==> config.mk <==
export PLATFORM = sky130hd
export DESIGN_NAME = sc_gates_input_debouncer_flat
export DESIGN_NICKNAME = d
export VERILOG_FILES = /design/src/rtl/sc_gates_input_debouncer_pkg.sv /design/src/rtl/sc_gates_input_debouncer_if.sv /design/src/rtl/sc_gates_input_debouncer_channel.sv /design/src/rtl/sc_gates_input_debouncer.sv /design/src/flat_wrapper.sv
export SDC_FILE = /design/constraint.sdc
export NUM_CORES = 1
export LEC_CHECK = 0
export CORE_ASPECT_RATIO = 1.2
export CORE_UTILIZATION = 25
export CTS_CLUSTER_SIZE = 28
export DETAILED_ROUTE_END_ITERATION = 8
export GPL_TIMING_DRIVEN = 0
export SETUP_SLACK_MARGIN = 0.15
export SLEW_MARGIN = 20
export SYNTH_ARGS = -nofsm -noshare
export SYNTH_HDL_FRONTEND = slang
export SYNTH_SLANG_ARGS = --single-unit
export TNS_END_PERCENT = 20
==> constraint.sdc <==
create_clock -name SC_GATESDEB_CLOCK_50 -period 2.1 [get_ports SC_GATESDEB_CLOCK_50]
set_input_delay 0.42 -clock SC_GATESDEB_CLOCK_50 [delete_from_list [all_inputs] [get_ports SC_GATESDEB_CLOCK_50]]
set_output_delay 0.42 -clock SC_GATESDEB_CLOCK_50 [all_outputs]
set_load 0.03 [all_outputs]
==> src/rtl/sc_gates_input_debouncer_pkg.sv <==
// Shared types and defaults for the two-channel gate-input debouncer.
package sc_gatesdeb_pkg;

  localparam int unsigned DEF_DEBOUNCE_CYCLES = 16;

  // Bit 1 of the encoding equals the accepted output level.
  typedef enum logic [1:0] {
    STABLE_LOW  = 2'b00,
    WAIT_HIGH   = 2'b01,
    STABLE_HIGH = 2'b11,
    WAIT_LOW    = 2'b10
  } deb_state_e;

endpackage

==> src/rtl/sc_gates_input_debouncer_if.sv <==
// Raw-input / clean-output bundle between the switches, the debouncer and the gate block.
interface sc_gates_input_debouncer_if;
  logic SC_GATESDEB_a_InRaw;
  logic SC_GATESDEB_b_InRaw;
  logic SC_GATESDEB_a_Out;
  logic SC_GATESDEB_b_Out;
  logic SC_GATESDEB_aRise_Out;
  logic SC_GATESDEB_bRise_Out;
  logic SC_GATESDEB_busy_Out;

  modport master (
    output SC_GATESDEB_a_InRaw, SC_GATESDEB_b_InRaw,
    input  SC_GATESDEB_a_Out, SC_GATESDEB_b_Out,
    input  SC_GATESDEB_aRise_Out, SC_GATESDEB_bRise_Out,
    input  SC_GATESDEB_busy_Out
  );

  modport slave (
    input  SC_GATESDEB_a_InRaw, SC_GATESDEB_b_InRaw,
    output SC_GATESDEB_a_Out, SC_GATESDEB_b_Out,
    output SC_GATESDEB_aRise_Out, SC_GATESDEB_bRise_Out,
    output SC_GATESDEB_busy_Out
  );
endinterface

==> src/rtl/sc_gates_input_debouncer_channel.sv <==
// One debounce channel: 2-flop synchroniser, counter FSM, registered level and
// optional rise pulse (enabled by SC_GATESDEB_EDGE_PULSE_EN).
module sc_debounce_channel
  import sc_gatesdeb_pkg::*;
#(
  parameter int unsigned DEBOUNCE_CYCLES = DEF_DEBOUNCE_CYCLES
) (
  input  logic clk,
  input  logic rst_n,
  input  logic raw,
  output logic level,
  output logic rise,
  output logic busy
);

  localparam int unsigned      CNT_W   = $clog2(DEBOUNCE_CYCLES);
  localparam logic [CNT_W-1:0] CNT_MAX = CNT_W'(DEBOUNCE_CYCLES - 1);

  logic             q1;
  logic             q2;
  deb_state_e       state_q;
  deb_state_e       state_d;
  logic [CNT_W-1:0] cnt_q;
  logic [CNT_W-1:0] cnt_d;
  logic             level_q;
  logic             level_d;

  always_ff @(posedge clk) begin
    if (!rst_n) begin
      q1      <= 1'b0;
      q2      <= 1'b0;
      state_q <= STABLE_LOW;
      cnt_q   <= '0;
      level_q <= 1'b0;
    end else begin
      q1      <= raw;
      q2      <= q1;
      state_q <= state_d;
      cnt_q   <= cnt_d;
      level_q <= level_d;
    end
  end

  always_comb begin
    state_d = state_q;
    cnt_d   = cnt_q;
    level_d = level_q;
    unique case (state_q)
      STABLE_LOW: begin
        if (q2) begin
          state_d = WAIT_HIGH;
          cnt_d   = '0;
        end
      end
      WAIT_HIGH: begin
        if (!q2) begin
          state_d = STABLE_LOW;
        end else if (cnt_q == CNT_MAX) begin
          state_d = STABLE_HIGH;
          level_d = 1'b1;
        end else begin
          cnt_d = cnt_q + CNT_W'(1);
        end
      end
      STABLE_HIGH: begin
        if (!q2) begin
          state_d = WAIT_LOW;
          cnt_d   = '0;
        end
      end
      WAIT_LOW: begin
        if (q2) begin
          state_d = STABLE_HIGH;
        end else if (cnt_q == CNT_MAX) begin
          state_d = STABLE_LOW;
          level_d = 1'b0;
        end else begin
          cnt_d = cnt_q + CNT_W'(1);
        end
      end
      default: begin
        state_d = STABLE_LOW;
        cnt_d   = '0;
        level_d = 1'b0;
      end
    endcase
  end

  assign level = level_q;
  assign busy  = (state_q == WAIT_HIGH) || (state_q == WAIT_LOW);

`ifdef SC_GATESDEB_EDGE_PULSE_EN
  logic rise_q;

  // Registered alongside level_q so the pulse coincides with the first cycle level reads 1.
  always_ff @(posedge clk) begin
    if (!rst_n) begin
      rise_q <= 1'b0;
    end else begin
      rise_q <= (state_q == WAIT_HIGH) && (state_d == STABLE_HIGH);
    end
  end

  assign rise = rise_q;
`else
  assign rise = 1'b0;
`endif

endmodule

==> src/rtl/sc_gates_input_debouncer.sv <==
// Two independent debounce channels feeding the gate block; rise pulses are
// present only when SC_GATESDEB_EDGE_PULSE_EN is defined (otherwise tied to 0).
module sc_gates_input_debouncer
  import sc_gatesdeb_pkg::*;
#(
  parameter int unsigned DEBOUNCE_CYCLES = DEF_DEBOUNCE_CYCLES
) (
  input  logic                         SC_GATESDEB_CLOCK_50,
  input  logic                         SC_GATESDEB_RESET_InLow,
  sc_gates_input_debouncer_if.slave    deb
);

  logic busy_a;
  logic busy_b;

  sc_debounce_channel #(
    .DEBOUNCE_CYCLES(DEBOUNCE_CYCLES)
  ) u_ch_a (
    .clk   (SC_GATESDEB_CLOCK_50),
    .rst_n (SC_GATESDEB_RESET_InLow),
    .raw   (deb.SC_GATESDEB_a_InRaw),
    .level (deb.SC_GATESDEB_a_Out),
    .rise  (deb.SC_GATESDEB_aRise_Out),
    .busy  (busy_a)
  );

  sc_debounce_channel #(
    .DEBOUNCE_CYCLES(DEBOUNCE_CYCLES)
  ) u_ch_b (
    .clk   (SC_GATESDEB_CLOCK_50),
    .rst_n (SC_GATESDEB_RESET_InLow),
    .raw   (deb.SC_GATESDEB_b_InRaw),
    .level (deb.SC_GATESDEB_b_Out),
    .rise  (deb.SC_GATESDEB_bRise_Out),
    .busy  (busy_b)
  );

  assign deb.SC_GATESDEB_busy_Out = busy_a | busy_b;

endmodule

==> src/flat_wrapper.sv <==
// flat-port wrapper written by rule: the top's interface ports become plain ports
module sc_gates_input_debouncer_flat import sc_gatesdeb_pkg::*;
#(
  parameter int unsigned DEBOUNCE_CYCLES = DEF_DEBOUNCE_CYCLES
)
  (SC_GATESDEB_CLOCK_50, SC_GATESDEB_RESET_InLow, deb_SC_GATESDEB_a_InRaw, deb_SC_GATESDEB_b_InRaw, deb_SC_GATESDEB_a_Out, deb_SC_GATESDEB_b_Out, deb_SC_GATESDEB_aRise_Out, deb_SC_GATESDEB_bRise_Out, deb_SC_GATESDEB_busy_Out);
  sc_gates_input_debouncer_if deb_i ();
  input  logic SC_GATESDEB_CLOCK_50;
  input  logic SC_GATESDEB_RESET_InLow;
  input wire logic [$bits(deb_i.SC_GATESDEB_a_InRaw)-1:0] deb_SC_GATESDEB_a_InRaw;
  input wire logic [$bits(deb_i.SC_GATESDEB_b_InRaw)-1:0] deb_SC_GATESDEB_b_InRaw;
  output wire logic [$bits(deb_i.SC_GATESDEB_a_Out)-1:0] deb_SC_GATESDEB_a_Out;
  output wire logic [$bits(deb_i.SC_GATESDEB_b_Out)-1:0] deb_SC_GATESDEB_b_Out;
  output wire logic [$bits(deb_i.SC_GATESDEB_aRise_Out)-1:0] deb_SC_GATESDEB_aRise_Out;
  output wire logic [$bits(deb_i.SC_GATESDEB_bRise_Out)-1:0] deb_SC_GATESDEB_bRise_Out;
  output wire logic [$bits(deb_i.SC_GATESDEB_busy_Out)-1:0] deb_SC_GATESDEB_busy_Out;
  assign deb_i.SC_GATESDEB_a_InRaw = deb_SC_GATESDEB_a_InRaw;
  assign deb_i.SC_GATESDEB_b_InRaw = deb_SC_GATESDEB_b_InRaw;
  assign deb_SC_GATESDEB_a_Out = deb_i.SC_GATESDEB_a_Out;
  assign deb_SC_GATESDEB_b_Out = deb_i.SC_GATESDEB_b_Out;
  assign deb_SC_GATESDEB_aRise_Out = deb_i.SC_GATESDEB_aRise_Out;
  assign deb_SC_GATESDEB_bRise_Out = deb_i.SC_GATESDEB_bRise_Out;
  assign deb_SC_GATESDEB_busy_Out = deb_i.SC_GATESDEB_busy_Out;
  sc_gates_input_debouncer #(.DEBOUNCE_CYCLES(DEBOUNCE_CYCLES)) u_core (.SC_GATESDEB_CLOCK_50(SC_GATESDEB_CLOCK_50), .SC_GATESDEB_RESET_InLow(SC_GATESDEB_RESET_InLow), .deb(deb_i));
endmodule
-- Word level (Yosys, flattened, before mapping)
Cells that the tools add are included.
- register bits after elaboration: 18
- bits of input ports: 4
- output and inout port bits: 5
- logic and storage cells: 85
- $add $sub $neg: 2
- equal/unequal tests: 24
- mux-type cells: 36
- bitwise gates (word level): 1
- reductions and logical operators: 12
- operator list (operator ; count):
    $mux 4 ; 10
    $pmux 4 s4 ; 2
    $mux 2 ; 12
    $ne 2x2->1 const B ; 12
    $pmux 2 s4 ; 2
    $reduce_and 4->1 ; 4
    $ne 3x3->1 const B ; 4
    $reduce_and 5->1 ; 2
    $add 4x1->4 const B ; 2
    $eq 2x2->1 const B ; 4
    $eq 4x4->1 const B ; 2
    $mux 1 ; 8
    $eq 2x1->1 const B ; 2
    $logic_not 2->1 ; 2
    $pmux 1 s2 ; 2
    $reduce_bool 2->1 ; 2
    $logic_or 1x1->1 ; 2
    $or 1x1->1 ; 1

-- Longest topological paths before layout
Gate-level depths: netlist of run 1.
- depth after elaboration: 4
- gate-level depth with buffers: 6
- gate-level depth less buffers: 6

-- Cells and area by module
From an unflattened synthesis of run 1, not the netlist that was laid out.
- cell total of the unflattened synthesis: 125
- area total of the unflattened synthesis: 1143.6 µm²
- modules (own cells, without submodules) (module ; instances ; cells each ; area an instance (µm²) ; seq. area each (µm²)):
    sc_debounce_channel at u_core.u_ch_b ; 1 ; 64 ; 581.8 ; 180.2
    sc_debounce_channel at u_core.u_ch_a ; 1 ; 60 ; 555.5 ; 180.2
    sc_gates_input_debouncer ; 1 ; 1 ; 6.3 ; 0.0

-- Worst setup path before layout of run 1
OpenSTA, ideal clock, no wires.
- kind: register to register
- start point: register u_core.u_ch_b.state_q[0]
- end point: register u_core.u_ch_b.cnt_q[0]
- library setup time: 0.134 ns
- arrival time: 1.398 ns
- required time: 1.966 ns
- setup slack: 0.568 ns
- stages on the path, launching flop included: 7
- buffers on the path: 0
- clock period less this slack: 1.532 ns
- cell sequence: dfxtp_1 inv_1 ha_1 or3b_4 o31a_2 o21ai_0 a21oi_1
- word-level cells in the longest chain between the ends: 3
- elaborated cells on any way between the ends: 10
- those cells by class: eq/ne (7); mux (1); reduce/logical (2)
- RTL lines (what ; line ; text):
    start, declared ; sc_gates_input_debouncer_channel.sv:21 ; deb_state_e state_q;
    start signal, assigned ; sc_gates_input_debouncer_channel.sv:38 ; state_q <= state_d;
    $eq 2x2->1 (tied with other cells) ; sc_gates_input_debouncer_channel.sv:48 ; unique case (state_q)
    $ne 2x2->1 (no source line) ; - ;
    $reduce_and 4->1 (no source line) ; - ;
    end signal, assigned ; sc_gates_input_debouncer_channel.sv:39 ; cnt_q <= cnt_d;
    end, declared ; sc_gates_input_debouncer_channel.sv:23 ; logic [CNT_W-1:0] cnt_q;
Parallel ways exist; a longest one is shown, timed or not.
A chain may end at the register's enable or synchronous reset.

-- Worst setup path in the final report of run 1
- start point: register u_core.u_ch_b.state_q[1]
- end point: output deb_SC_GATESDEB_busy_Out
- word-level cells in the longest chain between the ends: 3
- elaborated cells on any way between the ends: 4
- those cells by class: eq/ne (2); bitwise (1); reduce/logical (1)
- RTL lines (what ; line ; text):
    $eq 2x1->1 / $eq 2x2->1 (equally long branches) ; sc_gates_input_debouncer_channel.sv:90 ; assign busy = (state_q == WAIT_HIGH) || (state_q == WAIT_LOW);
    $logic_or 1x1->1 (*) ; sc_gates_input_debouncer_channel.sv:90 ;
    $or 1x1->1 (*) ; sc_gates_input_debouncer.sv:38 ; assign deb.SC_GATESDEB_busy_Out = busy_a | busy_b;
    end, declared ; flat_wrapper.sv:16 ; output wire logic [$bits(deb_i.SC_GATESDEB_busy_Out)-1:0] deb_SC_GATESDEB_busy_Out;
Mark *: on every way between the ends. The rest lies on a longest branch, timed or not.

==> metrics, run 1 <==
status complete, no violations; remaining antenna violation count 0; leading cell type in the layout, fill and taps excluded a21oi_1; final setup vio count 0; Post-CTS Setup Bufs 0; reg2reg end u_core.u_ch_b.state_q[1]; Crit Path Class flop to output pin; hold_ws between 0.4 and 0.5 ns; first-pass iteration count of the detailed router 4; clock-pin slew on the worst setup and hold paths 0.07 ns; HP Start u_core.u_ch_b.q1; CP delay by family, top buffers and inverters; Power Dens Cells just under 700 nW/um^2; Slew Viols, Final 0; share of layout cells above drive strength 1 0.1579; CP Cell Sequence inv_1 -> ha_4 -> inv_1 -> nand2_1 -> buf_2; cells after synthesis between 100 and 150; unrepaired setup endpoints after global routing false; post-DR wirelength/cell 12.18 um; biggest area consumer among synthesized cells dfxtp_1; Yosys warnings 0; kind of end point of the critical path output pin; reg-to-reg startpoint u_core.u_ch_b.cnt_q[0]; post-DP HPWL 1.680 mm; initial detailed-routing violation count 34; die footprint about 4600 sq um; async set-reset flop share out of synthesis 0; most frequent cells in the layout a21oi_1, dfxtp_1, o21ai_0; CP peak stage delay 0.36 ns; sequential-to-total area share from yosys stat 0.3333; CTS tree built; number of global-route vias before repair 904; clk_lat worst skew between 0.2 and 0.3 ns; ANT cells 0; crit path from u_core.u_ch_b.state_q[1]; RD Place Congestion 0.7708; WP data required 1.68 ns; post-layout min period between 1.5 and 2 ns; met2 WL 1.203 mm; Hold Path End u_core.u_ch_b.q2; Via density between 4 and 5; Syn Area/Cell 8.861 sq um; # fillers between 400 and 500; Max Fanout on Critical Path 8; share of the synthesized area in the top cell type 0.3333; WL final between 2 and 2.5 mm; met3 WL around 54 um; max_cap viols 0; core box area 4035 sq um; hold depth 1; Row Count 25; Crit path buffers/inverters 3; H-tree depth 1; Slew headroom 0.6661; #FFs+latches synth 18; Initial Util 0.2679; final global-route overflow total 0; Yosys cell types 34; GRT Resource Usage Total 0.1091; peak supply drop 0.2486 mV; Tot Pwr 0.0008837 W; crit share post-route 0.8696; Setup TNS 0 ns; synthesis-to-finish area growth 19.33%; slowest library cell on the worst path dfxtp_1; CTS buffer count 3; Fin Clk Skew 0.003500 ns; maximum clock path buffer count 2; synthesized area 1081 sq um; HP Class flop to flop; DR DRC count 0; critical path arrival 1.41 ns; final net count 150; slew at the pin closest to its max-slew limit 0.5008 ns; DIE WIDTH 62.03 um; R2R cell count 5; number of port buffers 6; CP most frequent cell inv_1; global-route wire length before repair 3.760 mm; fin util 0.3197; Hold Buf Count CTS 0; die height approximately 74 um; synth top area cells dfxtp_1, ha_1, a21oi_1; ys flop type dfxtp_1; Via Count slightly above 900; CP Launch Type flop; internal reg-to-reg setup slack ~0.4 ns; initial antenna violation count 0; Post-synth EDFFs 0; Clock Sinks 18; largest net degree at the start of global routing 11; clock root buffer clkbuf_8; IO Pins 9; Max Used Layer met4; max frequency roughly 550 MHz; final hold viol count 0; leak pwr 0.4596 nW; met1 WL about 1 mm
worst max-delay path by stage:
stage,endpoint,depth (start not counted)
after global routing,deb_SC_GATESDEB_busy_Out,5
after detailed placement,deb_SC_GATESDEB_busy_Out,5
after global placement,deb_SC_GATESDEB_busy_Out,5
final,deb_SC_GATESDEB_busy_Out,5
after CTS,deb_SC_GATESDEB_busy_Out,5
after floorplan,u_core.u_ch_b.cnt_q[0],6
synthesized netlist by cell type, types with 2 or more instances:
cell type and count:
nand4b_1 2, nand3_1 5, a211oi_1 7, nor3_1 3
ha_1 12, and2_1 4, a211o_1 2, nand2_1 5
o21ai_0 11, a21oi_1 17, and3_1 2, o41ai_1 2
inv_1 8, nand4_1 2, dfxtp_1 18, nor2_1 3
buf_4 2
state kept, by name, summed over array words and instances (netlist names):
register,cells
u_core.u_ch_b.cnt_q,4
u_core.u_ch_b.level,1
u_core.u_ch_b.q2,1
u_core.u_ch_a.cnt_q,4
u_core.u_ch_a.q2,1
u_core.u_ch_a.level,1
u_core.u_ch_b.q1,1
u_core.u_ch_a.state_q,2
u_core.u_ch_b.state_q,2
u_core.u_ch_a.q1,1
worst register-to-register path, delay by kind of cell (launching register included):
kind / cells / cell delay (ns)
DFF: 1 / 0.36
AOI/OAI and AO/OA: 3 / 0.76
and+or+nand+nor: 1 / 0.23
adders and majority gates: 1 / 0.22
layout make-up:
class / instances / area [sq um] / share of cell area
multi-input combinational: 92 / 684.4 / 0.5306
sequential: 18 / 362.8 / 0.2813
tap: 54 / 67.56 / 0.05238
clock buffer: 4 / 55.05 / 0.04268
timing repair buffer: 6 / 55.05 / 0.04268
buffer: 5 / 35.03 / 0.02716
inverter: 8 / 30.03 / 0.02328
logic make-up (layout without fill, tap and decap cells):
kind of cell | count (synthesis) | after routing | synth area share
other | 1 | 2 | 0.003469
adder cells (fa/ha/maj) | 12 | 12 | 0.1389
AO/OA/AOI/OAI | 46 | 46 | 0.2905
flip-flops | 18 | 18 | 0.3333
AND/OR/NAND/NOR | 32 | 32 | 0.1736
buffers and inverters | 13 | 23 | 0.06017
timing repair:
item | 4_1_cts | 5_1_grt
setup endpoints to repair | 1 | 1
cloned | 0 | 0
resized for setup | 10 | 1
power by group:
part / switching (W) / internal, W
Clock: 0.000112 / 0.000166
Combinational: 0.000136 / 0.0000983
Sequential: 0.0000135 / 0.000357
Total: 0.000262 / 0.000622
metal layers:
metal / track usage / up-vias
li1: - / 463
met1: 0.1096 / 451
met2: 0.2104 / 15
met3: 0.02087 / 2
met4: 0.04444 / 0
met5: 0 / -
stage by stage:
stage,worst slack (ns),std cells,instance area [sq um]
after floorplan,0.5685,123,1085
after global placement,-0.01982,183,1212
after detailed placement,-0.06091,183,1212
after CTS,0.2242,187,1289
after global routing,0.1882,187,1290
final,0.2737,187,1290
(Power assumes the default switching activity.)
==> run 2: changes to the inputs <==
==> constraint.sdc (replaced) <==
create_clock -name SC_GATESDEB_CLOCK_50 -period 2.1 [get_ports SC_GATESDEB_CLOCK_50]
set_input_delay 0.315 -clock SC_GATESDEB_CLOCK_50 [delete_from_list [all_inputs] [get_ports SC_GATESDEB_CLOCK_50]]
set_output_delay 0.315 -clock SC_GATESDEB_CLOCK_50 [all_outputs]
set_load 0.03 [all_outputs]
==> metrics, run 2 (synthesis results as in run 1) <==
Initial Util 0.2679; Clock Sinks 18; H-tree depth 1; # fillers 413; global-route wire length before repair 3.746 mm; reg-to-reg startpoint u_core.u_ch_a.state_q[0]; remaining antenna violation count 0; initial detailed-routing violation count 32; WL final 2.305 mm; Fin Clk Skew 0.003405 ns; hold_ws 0.4338 ns; max_cap viols 0; IO Pins 9; most frequent cells in the layout a21oi_1, dfxtp_1, o21ai_0; Max Fanout on Critical Path 8; max frequency 542.6 MHz; DR DRC count 0; core box area 4035 sq um; WP data required 1.78 ns; largest net degree at the start of global routing 11; CP most frequent cell inv_1; first-pass iteration count of the detailed router 4; Crit Path Class flop to output pin; die height 74.04 um; post-DP HPWL 1.680 mm; share of layout cells above drive strength 1 0.1504; kind of end point of the critical path output pin; number of global-route vias before repair roughly 900; CP peak stage delay 0.41 ns; critical path arrival about 1.5 ns; CTS tree built; CTS buffer count 3; Internal 0.0006255 W; final setup vio count 0; Setup TNS 0 ns; post-DR wirelength/cell 12.33 um; clock-pin slew on the worst setup and hold paths 0.07 ns; slowest library cell on the worst path dfxtp_1; clk_lat worst skew 0.25 ns; peak supply drop 0.2496 mV; hold depth 1; final hold viol count 0; biggest regs u_core.u_ch_a.cnt_q (4), u_core.u_ch_b.cnt_q (4); Hold Path End u_core.u_ch_b.q2; DIE WIDTH 62.03 um; ANT cells 0; Row Count 25; status complete, no violations; CP Launch Type flop; internal reg-to-reg setup slack about 0.37 ns; initial antenna violation count 0; RD Place Congestion 0.7708; clock root buffer clkbuf_8; final net count 150; final global-route overflow total 0; Hold Buf Count CTS 0; sequential share of power 0.416; number of port buffers 6; crit share post-route 0.8775; leak pwr 0.4589 nW; reg2reg end u_core.u_ch_a.cnt_q[2]; Via density approximately 5; Crit path buffers/inverters 3; CP delay by family, top buffers and inverters; Slew Viols, Final 0; synthesis-to-finish area growth 19.79%; fin util 0.3209; CP Cell Sequence inv_1 -> ha_4 -> inv_1 -> nand2_1 -> clkdlybuf4s15_2; GRT Resource Usage Total 0.1088; Net Sw Frac 0.2976; HP Start u_core.u_ch_b.q1; Net Switching 0.0002650 W; HP Class flop to flop; clock network fraction of total power 0.315; unrepaired setup endpoints after global routing false; post-layout min period 1.843 ns; R2R cell count 6; combinational share of power 0.269; maximum clock path buffer count 2; Via Count 932; die footprint 4592 sq um; Power Dens Cells 687.7 nW/um^2
-- run 2: power groups by stage --
stage,logic [W],clock network (W),registers [W]
after floorplan,0.000164,0,0.000373
after global placement,0.000208,0,0.000374
after detailed placement,0.000215,0,0.000376
after CTS,0.000232,0.000291,0.000368
after global routing,0.000263,0.000309,0.000371
final,0.000240,0.000281,0.000370
-- run 2: timing repair --
action                     in CTS  in global routing
setup endpoints to repair       1                  1
buffers inserted                0                  0
gates resized for setup         6                  2
hold endpoints to repair        0                  0
-- run 2: how the worst max path moves through the flow --
stage	start	end	slack, ns	depth (start not counted)
finish	u_core.u_ch_a.state_q[0]	deb_SC_GATESDEB_busy_Out	0.26	5
global route	u_core.u_ch_a.state_q[0]	deb_SC_GATESDEB_busy_Out	0.18	5
detailed placement	u_core.u_ch_a.state_q[0]	deb_SC_GATESDEB_busy_Out	0.04	5
global placement	u_core.u_ch_a.state_q[0]	deb_SC_GATESDEB_busy_Out	0.09	5
floorplan	u_core.u_ch_b.state_q[0]	u_core.u_ch_b.cnt_q[0]	0.57	6
CTS	u_core.u_ch_a.state_q[0]	deb_SC_GATESDEB_busy_Out	0.17	5
-- run 2: layer usage --
layer | GRT usage | part of all wire | vias to the layer above
met5 | 0 | 0 | -
li1 | - | - | 463
met1 | 0.1096 | 0.43 | 451
met4 | 0.04444 | 0.0065 | 0
met3 | 0.02087 | 0.026 | 2
met2 | 0.2092 | 0.53 | 16
-- run 2: layout make-up --
| type | count | area, sq um | area share |
|---|---|---|---|
| multi-input combinational | 92 | 684.4 | 0.5285 |
| sequential | 18 | 361.6 | 0.2792 |
| tap | 54 | 67.56 | 0.05217 |
| timing repair buffer | 6 | 61.31 | 0.04734 |
| clock buffer | 4 | 55.05 | 0.04251 |
| buffer | 5 | 35.03 | 0.02705 |
| inverter | 8 | 30.03 | 0.02319 |
-- run 2: worst reg2reg max path, cell delays in order (launching register included) --
cell	delay [ns]
dfxtp_1	0.41
inv_1	0.12
ha_1	0.27
nand2b_1	0.21
o32ai_2	0.27
a21oi_1	0.14
a211oi_1	0.23
-- run 2: per-stage QoR --
stage / setup WS (ns) / std cells / power [W] / area, sq um
final: 0.2572 / 187 / 0.0008905 / 1295
after global routing: 0.1812 / 187 / 0.0009435 / 1295
after CTS: 0.1747 / 187 / 0.0008911 / 1284
after detailed placement: 0.04409 / 183 / 0.0005904 / 1212
after global placement: 0.08518 / 183 / 0.0005821 / 1212
after floorplan: 0.5685 / 123 / 0.0005364 / 1085
